**src/rtl/uart_pkg.sv**
```systemverilog
// ============================================================================
// uart_pkg
// ----------------------------------------------------------------------------
// Shared definitions for the UART transmit path.
//
// Contents:
//   ST_IDLE / ST_ISSUE / ST_WAIT  FSM state encodings of uart_tx_arbiter.
//                                 They are 2-bit constants so that older
//                                 blocks can compare against raw state values.
//   TIMEOUT_CYCLES_DEFAULT        Default tx_done watchdog length, in cycles.
//   idx_width()                   Width of a requester index, never below 1.
// ============================================================================
package uart_pkg;

    localparam logic [1:0] ST_IDLE  = 2'd0;
    localparam logic [1:0] ST_ISSUE = 2'd1;
    localparam logic [1:0] ST_WAIT  = 2'd2;

    localparam int TIMEOUT_CYCLES_DEFAULT = 200000;

    // $clog2(2) is 1 but $clog2(1) is 0. Clamping keeps every index
    // register at least one bit wide for any legal requester count.
    function automatic int idx_width(input int n);
        return (n <= 2) ? 1 : $clog2(n);
    endfunction

endpackage

```
**src/rtl/uart_tx_arbiter_rr_select.sv**
```systemverilog
// ============================================================================
// rr_select
// ----------------------------------------------------------------------------
// Combinational round-robin picker. It searches upward (modulo NREQ) starting
// one above last_grant. It returns the first requester whose req bit is set.
// The last winner therefore gets the lowest priority on the next pick.
//
// Parameters:
//   NREQ   number of requesters (2..8)
//   IDX_W  width of a requester index
//
// Ports:
//   req         in   NREQ   active request lines
//   last_grant  in   IDX_W  index of the previous winner
//   winner      out  IDX_W  index of the selected requester (0 when !valid)
//   valid       out  1      at least one request is pending
// ============================================================================
module rr_select
    import uart_pkg::*;
#(
    parameter int NREQ  = 4,
    parameter int IDX_W = idx_width(NREQ)
) (
    input  logic [NREQ-1:0]  req,
    input  logic [IDX_W-1:0] last_grant,
    output logic [IDX_W-1:0] winner,
    output logic             valid
);

    logic [IDX_W-1:0] cand;

    always_comb begin
        // NOTE: every variable assigned in this block gets a value before the
        // loop. Without that, a path that never assigns it would infer a latch.
        winner = '0;
        valid  = 1'b0;
        cand   = '0;
        // Offsets run from 1 to NREQ. The last candidate tried is last_grant
        // itself, so a lone requester can win twice in a row.
        for (int off = 1; off <= NREQ; off++) begin
            cand = IDX_W'((int'(last_grant) + off) % NREQ);
            if (!valid && req[cand]) begin
                winner = cand;
                valid  = 1'b1;
            end
        end
    end

endmodule

```
**src/rtl/uart_tx_arbiter.sv**
```systemverilog
// ============================================================================
// uart_tx_arbiter
// ----------------------------------------------------------------------------
// Shares one UART transceiver TX path among NREQ requesters.
//
// A three-state FSM does the work:
//   IDLE  -> picks a winner by round-robin, latches its byte into tx_data.
//   ISSUE -> one cycle: tx_wr and gnt[owner] are both high.
//   WAIT  -> waits for tx_done from the transceiver. On tx_done it pulses
//            done[owner] and returns to IDLE.
// tx_done is ignored in every state except WAIT.
//
// Optional feature (macro UART_TX_ARB_TIMEOUT_EN):
//   A watchdog counts cycles spent in WAIT. After TIMEOUT_CYCLES cycles
//   without tx_done, the FSM leaves WAIT, pulses done[owner], and sets the
//   sticky timeout_err flag. When the macro is undefined, the counter and the
//   timeout_err port are absent.
//
// Parameters:
//   NREQ            number of requesters (2..8)
//   TIMEOUT_CYCLES  watchdog length in cycles (only with the macro)
//
// Ports:
//   sys_clk      in   1       clock, rising edge
//   sys_rst      in   1       synchronous, active-high reset
//   req          in   NREQ    level requests, held until gnt
//   req_data     in   8*NREQ  byte of requester i on [8i+7:8i]
//   gnt          out  NREQ    one-hot pulse: byte of that requester accepted
//   done         out  NREQ    one-hot pulse: byte of that requester sent
//   tx_data      out  8       byte to the transceiver, held between issues
//   tx_wr        out  1       write strobe to the transceiver
//   tx_done      in   1       end-of-stop-bit pulse from the transceiver
//   busy         out  1       FSM is not in IDLE
//   timeout_err  out  1       sticky watchdog flag (only with the macro)
// ============================================================================
module uart_tx_arbiter
    import uart_pkg::*;
#(
    parameter int NREQ           = 4,
    parameter int TIMEOUT_CYCLES = TIMEOUT_CYCLES_DEFAULT
) (
    input  logic              sys_clk,
    input  logic              sys_rst,
    input  logic [NREQ-1:0]   req,
    input  logic [8*NREQ-1:0] req_data,
    output logic [NREQ-1:0]   gnt,
    output logic [NREQ-1:0]   done,
    output logic [7:0]        tx_data,
    output logic              tx_wr,
    input  logic              tx_done,
    output logic              busy
`ifdef UART_TX_ARB_TIMEOUT_EN
    ,
    output logic              timeout_err
`endif
);

    localparam int IDX_W = idx_width(NREQ);

    logic [1:0]       state;
    logic [IDX_W-1:0] owner;
    logic [IDX_W-1:0] last_grant;
    logic [IDX_W-1:0] winner;
    logic             win_valid;
    logic [NREQ-1:0]  owner_onehot;
    logic             wait_exit;     // WAIT ends at the coming edge

    // ------------------------------------------------------------------
    // Round-robin winner selection
    // ------------------------------------------------------------------
    rr_select #(
        .NREQ  (NREQ),
        .IDX_W (IDX_W)
    ) u_rr_select (
        .req        (req),
        .last_grant (last_grant),
        .winner     (winner),
        .valid      (win_valid)
    );

    always_comb begin
        owner_onehot        = '0;
        owner_onehot[owner] = 1'b1;
    end

    // ------------------------------------------------------------------
    // WAIT exit condition: tx_done, or the watchdog when it is built
    // ------------------------------------------------------------------
`ifdef UART_TX_ARB_TIMEOUT_EN
    // The counter only has to reach TIMEOUT_CYCLES-1.
    localparam int TO_W = (TIMEOUT_CYCLES <= 2) ? 1 : $clog2(TIMEOUT_CYCLES);

    logic [TO_W-1:0] to_cnt;
    logic            to_hit;

    // The counter is 0 in the first WAIT cycle. It reaches TIMEOUT_CYCLES-1
    // in the last cycle allowed. A tx_done in that same cycle wins, so a
    // transfer that just makes it is not flagged.
    assign to_hit    = (state == ST_WAIT) && !tx_done &&
                       (to_cnt == TO_W'(TIMEOUT_CYCLES - 1));
    assign wait_exit = tx_done || to_hit;

    always_ff @(posedge sys_clk) begin
        if (sys_rst) begin
            to_cnt      <= '0;
            timeout_err <= 1'b0;
        end else begin
            if ((state == ST_WAIT) && !wait_exit) begin
                to_cnt <= to_cnt + 1'b1;
            end else begin
                to_cnt <= '0;
            end
            if (to_hit) begin
                timeout_err <= 1'b1;
            end
        end
    end
`else
    assign wait_exit = tx_done;
`endif

    // ------------------------------------------------------------------
    // Main FSM
    // ------------------------------------------------------------------
    always_ff @(posedge sys_clk) begin
        // NOTE: state registers use non-blocking assignments. All of them then
        // update together at the edge, so the order of statements does not
        // matter.
        if (sys_rst) begin
            state      <= ST_IDLE;
            owner      <= '0;
            // Reset points last_grant at the top requester, so the first
            // search starts at requester 0.
            last_grant <= IDX_W'(NREQ - 1);
            tx_data    <= 8'h00;
            done       <= '0;
        end else begin
            done <= '0;
            case (state)
                ST_IDLE: begin
                    if (win_valid) begin
                        // {winner, 3'b000} is exactly the width needed to
                        // index req_data, so the byte select stays exact.
                        tx_data    <= req_data[{winner, 3'b000} +: 8];
                        owner      <= winner;
                        last_grant <= winner;
                        state      <= ST_ISSUE;
                    end
                end
                ST_ISSUE: begin
                    // A tx_done that coincides with tx_wr belongs to an
                    // earlier byte or is spurious. It is dropped here.
                    state <= ST_WAIT;
                end
                ST_WAIT: begin
                    if (wait_exit) begin
                        done  <= owner_onehot;
                        state <= ST_IDLE;
                    end
                end
                default: begin
                    state <= ST_IDLE;
                end
            endcase
        end
    end

    // ------------------------------------------------------------------
    // Outputs decoded from state
    // ------------------------------------------------------------------
    assign tx_wr = (state == ST_ISSUE);
    assign gnt   = tx_wr ? owner_onehot : '0;
    assign busy  = (state != ST_IDLE);

endmodule
```
**config.mk**
```make
export PLATFORM = sky130hd
export DESIGN_NAME = uart_tx_arbiter
export DESIGN_NICKNAME = d
export VERILOG_FILES = /design/src/rtl/uart_pkg.sv /design/src/rtl/uart_tx_arbiter_rr_select.sv /design/src/rtl/uart_tx_arbiter.sv
export SDC_FILE = /design/constraint.sdc
export NUM_CORES = 1
export LEC_CHECK = 0
export ABC_AREA = 1
export CAP_MARGIN = 20
export CORE_ASPECT_RATIO = 1.1
export CORE_UTILIZATION = 45
export DETAILED_ROUTE_END_ITERATION = 7
export GPL_TIMING_DRIVEN = 0
export PLACE_DENSITY_LB_ADDON = 0.05
export SLEW_MARGIN = 20
export SYNTH_ARGS = -nofsm -noshare
export SYNTH_HDL_FRONTEND = slang
export SYNTH_HIERARCHICAL = 1
export SYNTH_SLANG_ARGS = --single-unit
export TNS_END_PERCENT = 100
```
**constraint.sdc**
```tcl
create_clock -name sys_clk -period 5 [get_ports sys_clk]
set_input_delay 1.25 -clock sys_clk [delete_from_list [all_inputs] [get_ports sys_clk]]
set_output_delay 1.25 -clock sys_clk [all_outputs]
set_load 0.01 [all_outputs]
```
; ---- Word-level counts from Yosys, hierarchy flattened
; Index checks and enable logic that the tools add are counted.
[totals]
register_bits = 18
latch_bits = 0
mem_bits_rw = 0
romBits = 0
out_inout_bits = 18
wordCells = 56
n_memories = 0
[op_classes]
addsub = 4
mul = 0
div = 0
order_cmp = 6
n_eq_ne = 4
shifts = 1
mux = 22
bitwise = 2
reduce_logical = 12
[op_table]
columns = cell, n
row1 = indexed part select 32 x 6 -> 8 bit, 1
row2 = less-than comparator 2 x 3 -> 1 bit (second input constant), 5
row3 = two-way mux 2 bit, 6
row4 = two-way mux 1 bit, 9
row5 = binary-select mux 1 bit (select 2 bit), 4
row6 = one-hot mux 2 bit (3 select lines), 1
row7 = adder 2 x 1 -> 2 bit (second input constant), 2
row8 = adder 2 bit (second input constant), 2
row9 = logical AND 1 bit, 4
row10 = two-way mux 4 bit, 1
row11 = AND reduction 2 bit, 2
row12 = logical NOT 1 bit, 3
row13 = OR reduction 3 bit, 1
row14 = demux 1 bit (select 2 bit), 1
row15 = == test 2 x 1 -> 1 bit (second input constant), 1
row16 = == test 2 bit (second input constant), 1
row17 = >= comparator 2 x 1 -> 1 bit (second input constant), 1
row18 = logical NOT 2 bit, 1
row19 = != test 2 x 1 -> 1 bit (second input constant), 1
row20 = != test 2 bit (second input constant), 1
row21 = NOT 1 bit, 2
row22 = nonzero test 2 bit, 1

; ---- Logic depth before layout (Yosys ltp)
[logic_depth]
ltp_word = 15
depth_mapped = 15

; ---- Modules after synthesis
; The synthesis kept the hierarchy.
[modules_own_cells]
columns = mod, instances, cells_each, area_each_um2, seq_area_each_um2
row1 = uart_tx_arbiter, 1, 146, 1013.5, 360.3
row2 = rr_select, 1, 52, 271.5, 0.0

; ---- Least setup slack after synthesis
; OpenSTA, ideal clock, no wires.
[synth_path]
path_type = input to register
startpoint = input port req[2]
endpoint = register tx_data[6]
t_arrival_ps = 2362
path_slack_ps = 2520
path_stages = 14
path_buffers = 2
cell_sequence = nand2_1 -> nand2_1 -> nand2_1 -> nand2_4 -> nor2_8 -> nand3_1 -> nand3_1 -> buf_6 -> inv_8 -> buf_12 -> nand2_2 -> nand3_1 -> nand2_1 -> a21oi_1
[synth_between]
elab_chain_cells = 13
word_cells_on_any_way = 24
classes_between = shift (1) / mux (16) / reduce/logical (7)
[synth_lines]
columns = item, line
row1 = "start, declared", uart_tx_arbiter.sv:44  ; input logic [NREQ-1:0] req,
row2 = binary-select mux 1 bit (select 2 bit), uart_tx_arbiter_rr_select.sv:42  ; if (!valid && req[cand]) begin
row3 = two-way mux 1 bit (implied by the code), uart_tx_arbiter_rr_select.sv:42
row4 = two-way mux 1 bit, uart_tx_arbiter_rr_select.sv:42
row5 = logical NOT 1 bit, uart_tx_arbiter_rr_select.sv:42
row6 = logical AND 1 bit, uart_tx_arbiter_rr_select.sv:42
row7 = two-way mux 1 bit, uart_tx_arbiter_rr_select.sv:42
row8 = logical NOT 1 bit, uart_tx_arbiter_rr_select.sv:42
row9 = logical AND 1 bit, uart_tx_arbiter_rr_select.sv:42
row10 = two-way mux 1 bit, uart_tx_arbiter_rr_select.sv:42
row11 = logical NOT 1 bit, uart_tx_arbiter_rr_select.sv:42
row12 = logical AND 1 bit, uart_tx_arbiter_rr_select.sv:42
row13 = two-way mux 2 bit (*), uart_tx_arbiter_rr_select.sv:42
row14 = net winner[0], uart_tx_arbiter.sv:63  ; logic [IDX_W-1:0] winner;
row15 = indexed part select 32 x 6 -> 8 bit (*), uart_tx_arbiter.sv:144  ; tx_data <= req_data[{winner, 3'b000} +: 8];
row16 = "end signal, assigned", uart_tx_arbiter.sv:144
row17 = "end, declared", uart_tx_arbiter.sv:48  ; output logic [7:0] tx_data,
; The timed path passes the listed nets; every way through them passes the cells marked *. The select of a mux whose other input is x is not followed.
; A chain may end at the register's enable or synchronous reset.

; ---- Worst setup path after layout
[layout_path]
startpoint = register owner[0]
endpoint = output port gnt[1]
[layout_between]
elab_chain_cells = 5
word_cells_on_any_way = 6
classes_between = order compare (2) / mux (3) / reduce/logical (1)
[layout_lines]
columns = item, line
row1 = "start, declared", uart_tx_arbiter.sv:61  ; logic [IDX_W-1:0] owner;
row2 = "start signal, assigned", uart_tx_arbiter.sv:145  ; owner <= winner;
row3 = less-than comparator 2 x 3 -> 1 bit (implied by the code) / >= comparator 2 x 1 -> 1 bit (equally long branches), uart_tx_arbiter.sv:83  ; owner_onehot[owner] = 1'b1;
row4 = logical AND 1 bit (implied by the code), uart_tx_arbiter.sv:83
row5 = two-way mux 1 bit (implied by the code), uart_tx_arbiter.sv:83
row6 = demux 1 bit (select 2 bit) (*), uart_tx_arbiter.sv:83
row7 = two-way mux 4 bit (*), uart_tx_arbiter.sv:172  ; assign gnt = tx_wr ? owner_onehot : '0;
row8 = "end, declared", uart_tx_arbiter.sv:46  ; output logic [NREQ-1:0] gnt,
; Mark *: on every way between the ends. The rest lies on a longest branch, timed or not.

==> flow_metrics.tcl <==
set metrics [dict create \
    grt_pass1_wl_um 4750 \
    final_max_slew_viol_count 0 \
    synth_fa_ha_area_share_pct 0 \
    netlist_area_mm2 0.00128 \
    crit_type "register to primary output" \
    cpMaxStageDelayCell "clkdlybuf4s50_1" \
    synth_xor_area_share_pct 0 \
    peakVddDrop_mv 0.532 \
    fp.dieW_um 53.0 \
    tightest_slew_ps 272 \
    final_util_pct 74.1 \
    yosys.area_share.simple_pct 53.6 \
    grt_pass1_vias 1195 \
    postCtsSetupBuffers 0 \
    skew_ps 3.33 \
    crit_chain "inv_1, nor3_1, clkdlybuf4s50_1" \
    routed_wl_um 2950 \
    synth_top_family_by_area "simple AND/OR/NAND/NOR gates" \
    timing.final.crit_period_ps 2860 \
    drt_iter0_drc 16 \
    route.vias.total 1373 \
    io_pins 57 \
    clk_pin_slew_ps 100 \
    synth_cells 198 \
    viasPerCell 4.75 \
    final_nets 298 \
    htreeDepth 1 \
    p_per_area_mw_per_mm2 688 \
    port_buffers 56 \
    syn-num-nets 237 \
    path_max_fanout 6 \
    die_h_um 58.0 \
    ctsResizeCount 0 \
    cts_hold_buf 0 \
    synth-seq-area-share_pct 28.0 \
    setup_viol 0 \
    cp_num_buf_inv 2 \
    synth.avg_cell_area_um2 6.49 \
    grt_start_max_net_pins 11 \
    fp-row-count 19 \
    required_ps 3750 \
    gr-total-overflow 0 \
    clk_latency_ps 300 \
    clock_path_buffers 2 \
    initial_core_util_pct 49.6 \
    slew_headroom_pct 81.9 \
    crit_path_start_kind "register" \
    cts_tree "yes" \
    ys_warn_count 6 \
    diodes 0 \
    fmax_mhz 350 \
    ys_types 21 \
    cts_sinks 18 \
    drv_cap 0 \
    hold_path_class "register to register" \
    drive_gt1_share_pct 15.9 \
    grt_usage_pct 20.7 \
    core-area_mm2 0.00259 \
    drtAntennaViolNets 0 \
    ys_ff_latch 18 \
    worstPathArrival_ps 1610 \
    crit_path_end_kind "primary output" \
    finalHoldViolCount 0 \
    crit_family "buffers and inverters" \
    p_leak_nw 0.892 \
    antenna_found_initial 0 \
    synthMuxAreaShare_pct 0 \
    wl_per_cell_um 10.2 \
    synth-compound-area-share_pct 5.65 \
    drt-pass1-iter-count 4 \
    final.period_utilization_pct 57.2 \
    max_stage_delay_ps 560 \
    dp_hpwl_um 2310 \
    root_buffer "clkbuf_4" \
    fin_setup_tns_ps 0 \
    rsz0062_at_grt "no" \
    drc 0 \
    die-area_mm2 0.00307 \
    status "finished, final reports clean" \
    place_congestion 0.795 \
    numCtsBuffers 3 \
    syn_to_final_growth_pct 49.5 \
]
==> metrics by stage <==
stage | hold slack [ps] | total power [mW] | setup WS (ps) | instances | area [µm²]
2_1_floorplan | 465 | 0.985 | 2520 | 198 | 1280
3_3_place_gp | 486 | 1.23 | 1870 | 285 | 1880
3_5_place_dp | 485 | 1.24 | 1880 | 285 | 1880
4_1_cts | 507 | 1.34 | 2120 | 289 | 1920
5_1_grt | 538 | 1.45 | 2050 | 289 | 1920
6_report | 504 | 1.32 | 2140 | 289 | 1920
==> cells by family after synthesis <==
logic type | Yosys count
AOI/OAI and AO/OA | 14
buffers and inverters | 29
and+or+nand+nor | 137
DFF | 18
==> flip-flops by register name, summed over array words and instances (netlist names) <==
signal      count
done            4
owner           2
last_grant      2
state           2
tx_data         8
==> per-layer routing <==
metal / vias up / routed length (µm) / share of wire, % / track usage (%)
li1: 752 / - / - / -
met1: 573 / 1210 / 41 / 22.5
met2: 44 / 1550 / 53 / 38.0
met3: 4 / 163 / 5.5 / 6.56
met4: 0 / 18 / 0.61 / 5.26
met5: - / 0 / 0 / 0
==> cell usage in the layout, fill, tap and decap left out <==
master and count:
nand2_2 13, buf_12 1, dfxtp_1 18, a21oi_1 13, nor2_1 2, inv_2 5
clkbuf_8 1, nand2_1 76, buf_2 1, nor3_1 8, nand3_4 1, clkbuf_4 3
buf_6 3, inv_1 16, nor2_8 1, inv_8 1, buf_4 2, nand3_1 22
nand3b_1 1, nand2_4 3, nand3_2 6, clkdlybuf4s50_1 56, nand4_1 4, o21a_1 1
==> worst paths after layout <==
| path | startpoint | end | cells past startpoint | slack [ps] |
|---|---|---|---|---|
| worst max-delay path | owner[0] | gnt[1] | 3 | 2140 |
| worst min-delay path | last_grant[0] | last_grant[0] | 2 | 500 |
| worst max register to register | last_grant[1] | tx_data[6] | 15 | 3060 |
| worst min register to register | last_grant[0] | last_grant[0] | 2 | 500 |
==> report_power, final <==
part / switching [mW] / total, mW / internal [mW]
Combinational: 0.578 / 1.00 / 0.423
Sequential: 0.0385 / 0.232 / 0.193
Clock: 0.0441 / 0.0885 / 0.0445
Total: 0.660 / 1.32 / 0.660
==> cell usage after synthesis (all sizes together) <==
library cell	n	area (µm²)
o21a	1	7.51
nand4	4	25.0
nand3	29	188
inv	22	90.1
nand2	92	400
dfxtp	18	360
nor2	3	27.5
a21oi	13	65.1
nand3b	1	7.51
buf	7	73.8
nor3	8	40.0
==> area by class of cell <==
cell class                 count  area, µm²
clock buffer                   4       36.3
timing repair buffer          56        561
inverter                      22       90.1
buffer                         7       73.8
sequential                    18        360
fill                         239        671
tap                           31       38.8
multi-input combinational    151        761
==> worst min-delay path, cell delays in order, from the launching register on <==
cell,delay [ps]
dfxtp_1,330
nand2_1,60
nand3_1,60
Power figures use the tool's default switching activity.
